==> src/rtl/datamem_arbiter.sv <==
// Data-memory arbiter: shares one three-lane data memory between the CPU M-stage and a host port,
// with a bounded host wait enforced by a saturating starvation counter.
module datamem_arbiter #(
    parameter int AW         = 10,
    parameter int DW         = 18,
    parameter int STARVE_MAX = 4
) (
    input  logic              CLK,
    input  logic              RST,
    input  logic              p_req,
    input  logic              p_we,
    input  logic [AW-1:0]     p_addr,
    input  logic [3*DW-1:0]   p_wdata,
    output logic              p_stall,
    output logic [3*DW-1:0]   p_rdata,
    input  logic              h_req,
    input  logic              h_we,
    input  logic [AW-1:0]     h_addr,
    input  logic [3*DW-1:0]   h_wdata,
    output logic              h_gnt,
    output logic              h_rvalid,
    output logic [3*DW-1:0]   h_rdata,
    output logic [AW-1:0]     m_a1,
    output logic [AW-1:0]     m_a2,
    output logic [AW-1:0]     m_a3,
    output logic              m_we,
    output logic [3*DW-1:0]   m_wdata,
    input  logic [3*DW-1:0]   m_rdata,
    output logic [1:0]        state
);

    typedef enum logic [1:0] {IDLE = 2'd0, PIPE = 2'd1, HOST = 2'd2} state_t;

    localparam logic [3:0] SMAX = 4'(STARVE_MAX);

    state_t          state_q, state_nx;
    logic [3:0]      scnt, scnt_eff, scnt_nx;
    logic            host_sel, pipe_sel;
    logic [AW-1:0]   base;

    // Reset forces the counter to read as zero so the grant during reset behaves as if freshly cleared.
    always_comb begin
        scnt_eff = RST ? 4'd0 : scnt;
        host_sel = h_req & (~p_req | (scnt_eff >= SMAX));
        pipe_sel = p_req & ~host_sel;
        base     = host_sel ? h_addr : p_addr;
    end

    always_comb begin
        m_a1    = base;
        m_a2    = base + AW'(1);
        m_a3    = base - AW'(1);
        m_we    = host_sel ? h_we : (pipe_sel & p_we);
        m_wdata = host_sel ? h_wdata : p_wdata;
        p_rdata = m_rdata;
        p_stall = p_req & ~pipe_sel;
        h_gnt   = host_sel;
        state   = state_q;
    end

    always_comb begin
        scnt_nx  = 4'd0;
        state_nx = IDLE;
        if (h_req && !host_sel)
            scnt_nx = (scnt_eff >= SMAX) ? SMAX : scnt_eff + 4'd1;
        if (host_sel)
            state_nx = HOST;
        else if (pipe_sel)
            state_nx = PIPE;
    end

    always_ff @(posedge CLK) begin
        if (RST) begin
            scnt     <= 4'd0;
            state_q  <= IDLE;
            h_rvalid <= 1'b0;
            h_rdata  <= '0;
        end else begin
            scnt     <= scnt_nx;
            state_q  <= state_nx;
            h_rvalid <= host_sel & ~h_we;
            if (host_sel && !h_we)
                h_rdata <= m_rdata;
        end
    end

endmodule

==> config.mk <==
export PLATFORM = sky130hd
export DESIGN_NAME = datamem_arbiter
export DESIGN_NICKNAME = d
export VERILOG_FILES = /design/src/rtl/datamem_arbiter.sv
export SDC_FILE = /design/constraint.sdc
export NUM_CORES = 1
export LEC_CHECK = 0
export BUFFER_PORTS_ARGS = -buffer_cell sky130_fd_sc_hd__buf_2
export CORE_AREA = 2 2 149 151
export DETAILED_ROUTE_END_ITERATION = 8
export DIE_AREA = 0 0 151 153
export GPL_TIMING_DRIVEN = 1
export MAX_ROUTING_LAYER = met4
export PLACE_DENSITY_LB_ADDON = 0.15
export SYNTH_ARGS = -nofsm -noshare
export SYNTH_HDL_FRONTEND = slang
export SYNTH_SLANG_ARGS = --single-unit
==> constraint.sdc <==
create_clock -name CLK -period 4.65 [get_ports CLK]
set_input_delay 0.465 -clock CLK [delete_from_list [all_inputs] [get_ports CLK]]
set_output_delay 0.465 -clock CLK [all_outputs]
set_load 0.005 [all_outputs]
==> results of run 1 <==
## cell type report
type	count	share of cell area
multi-input combinational	423	0.339
timing repair buffer	391	0.335
sequential	61	0.208
tap	280	0.0596
clock buffer	14	0.0466
inverter	13	0.00830
antenna	5	0.00213
clock inverter	1	0.000851
## cell families after synthesis
logic type | Yosys count | share of synthesized area
simple gates | 323 | 0.337
buf+inv | 102 | 0.163
compound gates | 62 | 0.0830
flops | 61 | 0.319
mux | 18 | 0.0506
xor+xnor | 16 | 0.0366
fa+ha+maj | 3 | 0.00980
other cells | 1 | 0.000979
## power breakdown
part / total (mW) / switching (mW) / internal, mW
logic: 0.399 / 0.209 / 0.190
registers: 0.552 / 0.00845 / 0.544
clock network: 0.627 / 0.226 / 0.401
## cell usage after synthesis, types with 2 or more instances
cell type and count:
a21oi_1 55, buf_2 13, buf_4 58, clkbuf_1 17, dfxtp_1 61, ha_1 3
inv_1 12, mux2_2 5, mux2i_1 11, mux2i_2 2, nand2_1 282, nand3_1 5
nand3b_1 2, nand4_1 2, nor2_1 11, nor2b_1 3, nor3_1 6, nor3b_1 2
o21ai_0 3, or4_1 2, xnor2_1 15
## critical path: stages
cell and delay (ns):
buf_2 0.12, o21bai_1 0.15, nand2_1 0.08, nand2_2 0.06, inv_2 0.35, buf_4 0.42
mux2_2 0.44, o21ai_0 0.12, xnor2_1 0.14, buf_2 0.13
## metrics by stage
stage               hold WS [ns]  instance area [µm²]  cells   util  power (mW)
floorplan                  0.385                 3830    586      -       0.766
global placement           0.400                 5590   1168  0.260       0.975
detailed placement         0.396                 5590   1168  0.260       0.970
CTS                        0.375                 5870   1183  0.273        1.61
global route               0.380                 5880   1187  0.274        1.68
finish                     0.390                 5880   1188  0.274        1.58
## worst max-delay path by stage
stage / end / slack (ns) / depth (start not counted)
after floorplan: m_a2[4] / 1.85 / 12
after global placement: m_a3[5] / 1.64 / 10
after detailed placement: m_a3[5] / 1.66 / 10
after CTS: m_a3[5] / 1.64 / 9
after global routing: m_a3[5] / 1.46 / 9
final: m_a3[5] / 1.68 / 10
## flip-flops by register name, summed over array words and instances (netlist names)
| signal | count |
|---|---|
| h_rdata | 54 |
| state | 2 |
| scnt | 4 |
| h_rvalid | 1 |
## metal layers
metal	wire (µm)	vias to the layer above
li1	-	2420
met4	240	0
met3	1290	14
met1	6350	2041
met5	0	-
met2	8530	227
==> run summary, run 1 <==
The run gives 0.150 as the fraction of met1 tracks used by global routing. The worst-margin pin slew was 0.945 ns; the least setup slack across all paths after layout was 1.68 ns. Counting flops with a built-in enable in the synthesized netlist gives 0.

In the final routed layout, each cell accounts on average for 13.8 µm. After clock tree synthesis, the setup repair step added 0 buffers. The nature of the critical path startpoint was an input pin. The die span in x was 151 µm; the via density per instance was 3.96.

The worst hold path passes through 3 cells. After detailed routing, the number of remaining DRC violations is 0. Setup violations remaining at the end of the flow were counted as 0. Clock latency on the worst-skew pair, taken at its later pin, is 0.32 ns. The worst voltage drop across the vdd grid is 132 µV, and the overall overflow remaining after global route is 0. The tightest min-delay check is of the in -> reg type. Before antenna repair, the detailed router went through 4 iterations.

At the worst endpoint, the required time is 4.18 ns. Counting along the longest clock path gives a buffer depth of 2. The maximum fanout count along the critical path came out at 29.

Critical path start-end classification: in -> out. The run gives 0.139 as the all-layer global routing usage. Timing analysis after detailed placement gives a worst setup slack of 1.66 ns.

TritonCTS built the clock tree. Data arrival time of the critical path: 2.50 ns. Summing all flip-flop and latch instances after layout gives 1220 µm².

The die covers 23100 µm². The cell count of the worst reg-to-reg path works out to 8. The tools report the critical path endpoint category as a primary output.

The proportion of layout cells with a drive suffix above 1 is 0.461. The first routing iteration left 147 violations. The TritonCTS buffer count is 9, and the number of nets in the synthesized netlist is 777.

The top cell types in the final layout, fill and taps aside, are buf_2 (385), nand2_1 (282), dfxtp_1 (61). The HPWL after detailed placement is 13300 µm. Async set or reset register ratio after synthesis: 0.

Leaving out fill and tap cells, the most frequent cell in the layout is buf_2. The top-area cell type share of the netlist area works out to 0.319. Clock-pin slew was measured on the worst setup and hold paths at 0.05 ns. Summing all multi-input logic gate instances after layout gives 2000 µm².

The run gives 0.369 as the relative slew slack. Across the run, the number of max-cap violations was 0. The number of gates resized after cts is 0. Power per cell area: 268 nW/µm². The run gives 0.252 as the global routing met2 resource utilization. Entering global routing, the biggest net connects 61 pins.

In this run, post-CTS hold repair placed 0 buffers. The logs give 0.319 for the share of the yosys chip area belonging to registers and 3 for the number of levels in the clock H-tree. The largest total area in the synthesized netlist belongs to dfxtp_1. The startpoint of the worst register-to-register path is scnt[2].

For the met3 routing resource usage after global routing, the log shows 0.0343. Clock skew on the completed layout was measured at 0.00421 ns. After the last flow step, the layout net total stands at 1090. For the post-synthesis instance area, the log shows 3830 µm².

The run finished with clean final reports. The core region is 21500 µm². The area overhead of the layout relative to synthesis works out to 53.5%. The congestion estimate from routability-driven global placement came to 0.823.

The via count is 4702, and the via count of the first global-routing pass is 4430. The path with the worst hold slack has its endpoint at h_rdata[36]. Counting every sink on the clock net gives 61.

The total detailed-routing wirelength came out at 16400 µm. The tree is rooted in a clkbuf_16. The worst path needs 2.97 ns of the cycle, external delays included. The leakage component of the power is 3.20 nW.

After synthesis the netlist holds a flip-flop and latch count of 61. Synthesis produced a netlist whose cell count is 586. The most used flip-flop cell after synthesis is dfxtp_1.

Total number of yosys warnings: 0. The mean post-synth cell area is 6.54 µm². By area the synthesized netlist is led by dfxtp_1 (32%), nand2_1 (28%), buf_4 (11%), a21oi_1 (7.2%), xnor2_1 (3.4%). The number of antenna violations at the first check in global routing was 5; the initial cell density of the core was 0.178. After synthesis, the netlist uses 37 different library cells. Final period utilization: 0.638. For the site row count, the log shows 54. In this run the most used layer during global routing was met2. Tracing the worst setup path back leads to its startpoint at RST. In this run the critical register-to-register path is captured at h_rdata[40]. The logs give 0 for the final hold violation count and 2540 for the filler cell count. The worst hold path begins at m_rdata[36]. In this run the count of I/O pins placed on the die edge is 386. Timing would allow up to 337 MHz. The detail route stage leaves a number of antenna-violating nets equal to 0. The final-report max-slew violation count came out at 0.

During placement, the flow inserted port buffers numbering 385. The first global-routing pass estimated 24300 µm of wire. After routing, the total negative slack on setup checks comes to 0 ns. Setup repair after global routing left no endpoint under its margin. Floorplan die height: 153 µm. Setup slack on the worst reg-to-reg path comes out at 2.27 ns.
Power figures use the tool's default switching activity.
==> inputs of run 2 (changes only) <==
- CORE_AREA: 2 2 149 151 -> 2 2 148 150
- DIE_AREA: 0 0 151 153 -> 0 0 150 152
- clock period: 4.65 -> 2.4 ns (I/O delays scaled with it)
==> run summary, run 2 (synthesis results as in run 1) <==
The flow ran to the end, and the final reports show no timing, DRC or antenna violations. The data arrival time of the critical path was 2.03 ns (was 2.50 ns). The reg-to-reg critical path endpoint was h_rdata[24] (was h_rdata[40]). The tools report the via count of the first global-routing pass as 4476 (was 4430). The area overhead of the layout relative to synthesis works out to 56.6% (was 53.5%). The run gives 61 (unchanged) as the sink count of the clock tree. TritonCTS built the clock tree. The destination of the critical timing path is m_a3[6] (was m_a3[5]). The cell count along the critical path is 10 (unchanged).

The endpoint required time on the critical path came out at 2.16 ns (was 4.18 ns). The logs give 0.873 mW (was 0.443 mW) for the net switching power of the design and 4 (unchanged) for the first-pass iteration count of the detailed router. The tools report the clock network fraction of design power as 0.396 (was 0.397).

The clock insertion delay at the later pin of the skew report was 0.32 ns (about the same). The TritonCTS buffer count was 9 (unchanged). The category of cells accounting for the largest share of critical-path delay is flip-flops (was buffers and inverters). The power per cell area came out at 518 nW/µm² (was 268 nW/µm²). Floorplan die height: 152 µm (was 153 µm). The final period utilization works out to 0.946.

The die span in x is 150 µm (was 151 µm), and the number of levels in the clock H-tree is 3 (unchanged). The first-iteration detailed-routing DRC count was 149 (was 147). For the area of all placed cells without fillers, the log shows 6000 µm² (was 5880 µm²). Layer with the highest usage: met2 (unchanged).

The area inside the core boundary came out at 21400 µm² (was 21500 µm²). The total internal power is 2.24 mW (was 1.13 mW). The highest cell delay on the worst timing path works out to 0.31 ns (was 0.44 ns).

The tools report the I/O pin count as 386 (unchanged). The combinational power share is 0.260 (was 0.253). The final-report max-slew violation count was 0 (unchanged); the site row count was 54 (unchanged). The cell count of the worst reg-to-reg path works out to 9 (was 8). The nature of the critical path startpoint is a register (was an input pin). The logs give 5660 µm² (was 5590 µm²) for the placed instance area and 0.565 (was 0.369) for the relative slew slack. The share of total power in sequential cells is 0.344 (was 0.350).

Fraction of met1 tracks used by global routing: 0.156 (was 0.150). The antenna violation net count after detailed routing came out at 0 (unchanged). The run gives 0 (unchanged) as the final hold violation count. The clock-pin slew of the registers on the worst-case setup and hold paths came out at 0.05 ns (about the same).

Maximum fanout count along the critical path: 6 (was 29). The via density per instance works out to 3.97 (was 3.96). The wire length per cell after detailed routing came out at 13.9 µm (was 13.8 µm). The total of buffers placed on input and output ports was 385 (unchanged); the overall overflow remaining after global route was 0 (unchanged). The leading cell type in the layout, fill and taps excluded is buf_2 (unchanged).

Setup repair after global routing left no endpoint under its margin. The run gives 0.0312 (was 0.0343) as the met3 routing resource usage after global routing. The final cell count without fillers came out at 1189 (was 1188).

Final net count: 1095 (was 1090). The DRC violation count after routing is 0 (unchanged), and the leakage component of the power is 3.24 nW (was 3.20 nW). The tools report the startpoint of the worst register-to-register path as scnt[2] (unchanged).

Number of flip-flops under the largest register name: 54 (unchanged). For the total detailed-routing wirelength, the log shows 16500 µm (was 16400 µm). The all-layer global routing usage is 0.142 (was 0.139). The global routing met2 resource utilization was 0.257 (was 0.252); the number of hold buffers added after CTS was 0 (unchanged). Clock skew after layout: 0.00587 ns (was 0.00421 ns). The proportion of total power due to net switching was 0.281 (about the same); the internal reg-to-reg setup slack was 0.82 ns (was 2.27 ns). The tools report the pin count of the biggest net entering global routing as 61 (unchanged).

Detailed-placement wirelength estimate: 13100 µm (was 13300 µm). The run gives 0.281 (was 0.274) as the post-layout utilization of the core. The tools report the worst-case clock buffer depth as 2 (unchanged). The total die area was 22800 µm² (was 23100 µm²); the total design power was 3.11 mW (was 1.58 mW). The cell with the biggest individual delay on the critical path is dfxtp_1 (was mux2_2).

The smallest hold slack is 0.165 ns (was 0.390 ns), and the worst path buffer plus inverter count is 3 (was 4). Final RePlAce weighted congestion: 0.830 (was 0.823). Worst path cell trace: o21bai_1 > nand2_1 > nand2_2 > clkinv_4 > mux2_2 > inv_1 > ha_2 > o211ai_1 > xnor2_1 > buf_2 (was buf_2 > o21bai_1 > nand2_1 > nand2_2 > inv_2 > buf_4 > mux2_2 > o21ai_0 > xnor2_1 > buf_2). The number of antenna violations at the first check in global routing is 2 (was 5), and the worst-margin pin slew is 0.652 ns (was 0.945 ns). The max-cap violation count is 0 (unchanged). The worst voltage drop across the vdd grid was 297 µV (was 132 µV). The first-pass GRT wire length is 24500 µm (was 24300 µm), and the maximum clock frequency is 441 MHz. The source of the critical timing path is scnt[2] (was RST). Top register by number of flip-flops: h_rdata (unchanged). The setup TNS is 0 ns (unchanged), and the number of placed instances with taps included is 1171 (was 1168). The run gives 0.130 ns (was 1.68 ns) as the least setup slack across all paths after layout. Root buffer selected by CTS: clkbuf_16 (unchanged). The run gives 0.179 (was 0.178) as the initial cell density of the core. The clock period minus worst slack came out at 2.27 ns. The critical path start-end classification is reg -> out (was in -> out).

The setup slack after placement is 0.0437 ns (was 1.66 ns), and the via count is 4723 (was 4702). The proportion of layout cells with a drive suffix above 1 was 0.467 (was 0.461). Commonest cells after routing, fill and taps aside: buf_2 (385), nand2_1 (282), dfxtp_1 (61) (unchanged). The worst min-delay path category was in -> reg (unchanged). The run gives 0 (unchanged) as the number of failing setup endpoints in the final timing report. The critical path endpoint category is a primary output (unchanged).
==> run 2: how the worst min path moves through the flow <==
stage,start,to,slack (ns),cells past startpoint
2_1_floorplan,h_we,h_rvalid,0.32,1
3_3_place_gp,scnt[0],scnt[0],0.40,1
3_5_place_dp,scnt[0],scnt[0],0.40,1
4_1_cts,m_rdata[3],h_rdata[3],0.15,3
5_1_grt,m_rdata[28],h_rdata[28],0.15,3
6_report,m_rdata[3],h_rdata[3],0.16,3
==> run 2: timing repair <==
item | CTS | global route
setup endpoints to repair | 6 | 9
hold endpoints to repair | 0 | 0
setup buffers | 0 | 2
gates resized for setup | 2 | 8
==> run 2: worst min-delay path: cells and delay by family <==
kind            cells  cell delay [ns]
simple gates        1             0.05
compound gates      1             0.05
buf+inv             1             0.10
==> run 2: layout make-up <==
type / count / area [µm²]
fillers: 2488 / 15300
clock buffers: 10 / 229
well taps: 280 / 350
flip-flops and latches: 61 / 1220
inverters: 13 / 53.8
clock inverters: 5 / 52.6
repair buffers: 396 / 2060
diodes: 1 / 2.50
multi-input cells: 423 / 2030
==> run 2: power groups by stage <==
stage	logic [mW]	registers [mW]	clock network, mW
2_1_floorplan	0.389	1.10	0
3_3_place_gp	0.818	1.09	0
3_5_place_dp	0.810	1.09	0
4_1_cts	0.818	1.07	1.29
5_1_grt	0.908	1.07	1.33
6_report	0.810	1.07	1.23
==> run 2: layer usage <==
metal | wire (µm) | vias to the layer above
met2 | 8580 | 226
met3 | 1200 | 10
met5 | 0 | -
met4 | 150 | 0
met1 | 6580 | 2061
li1 | - | 2426
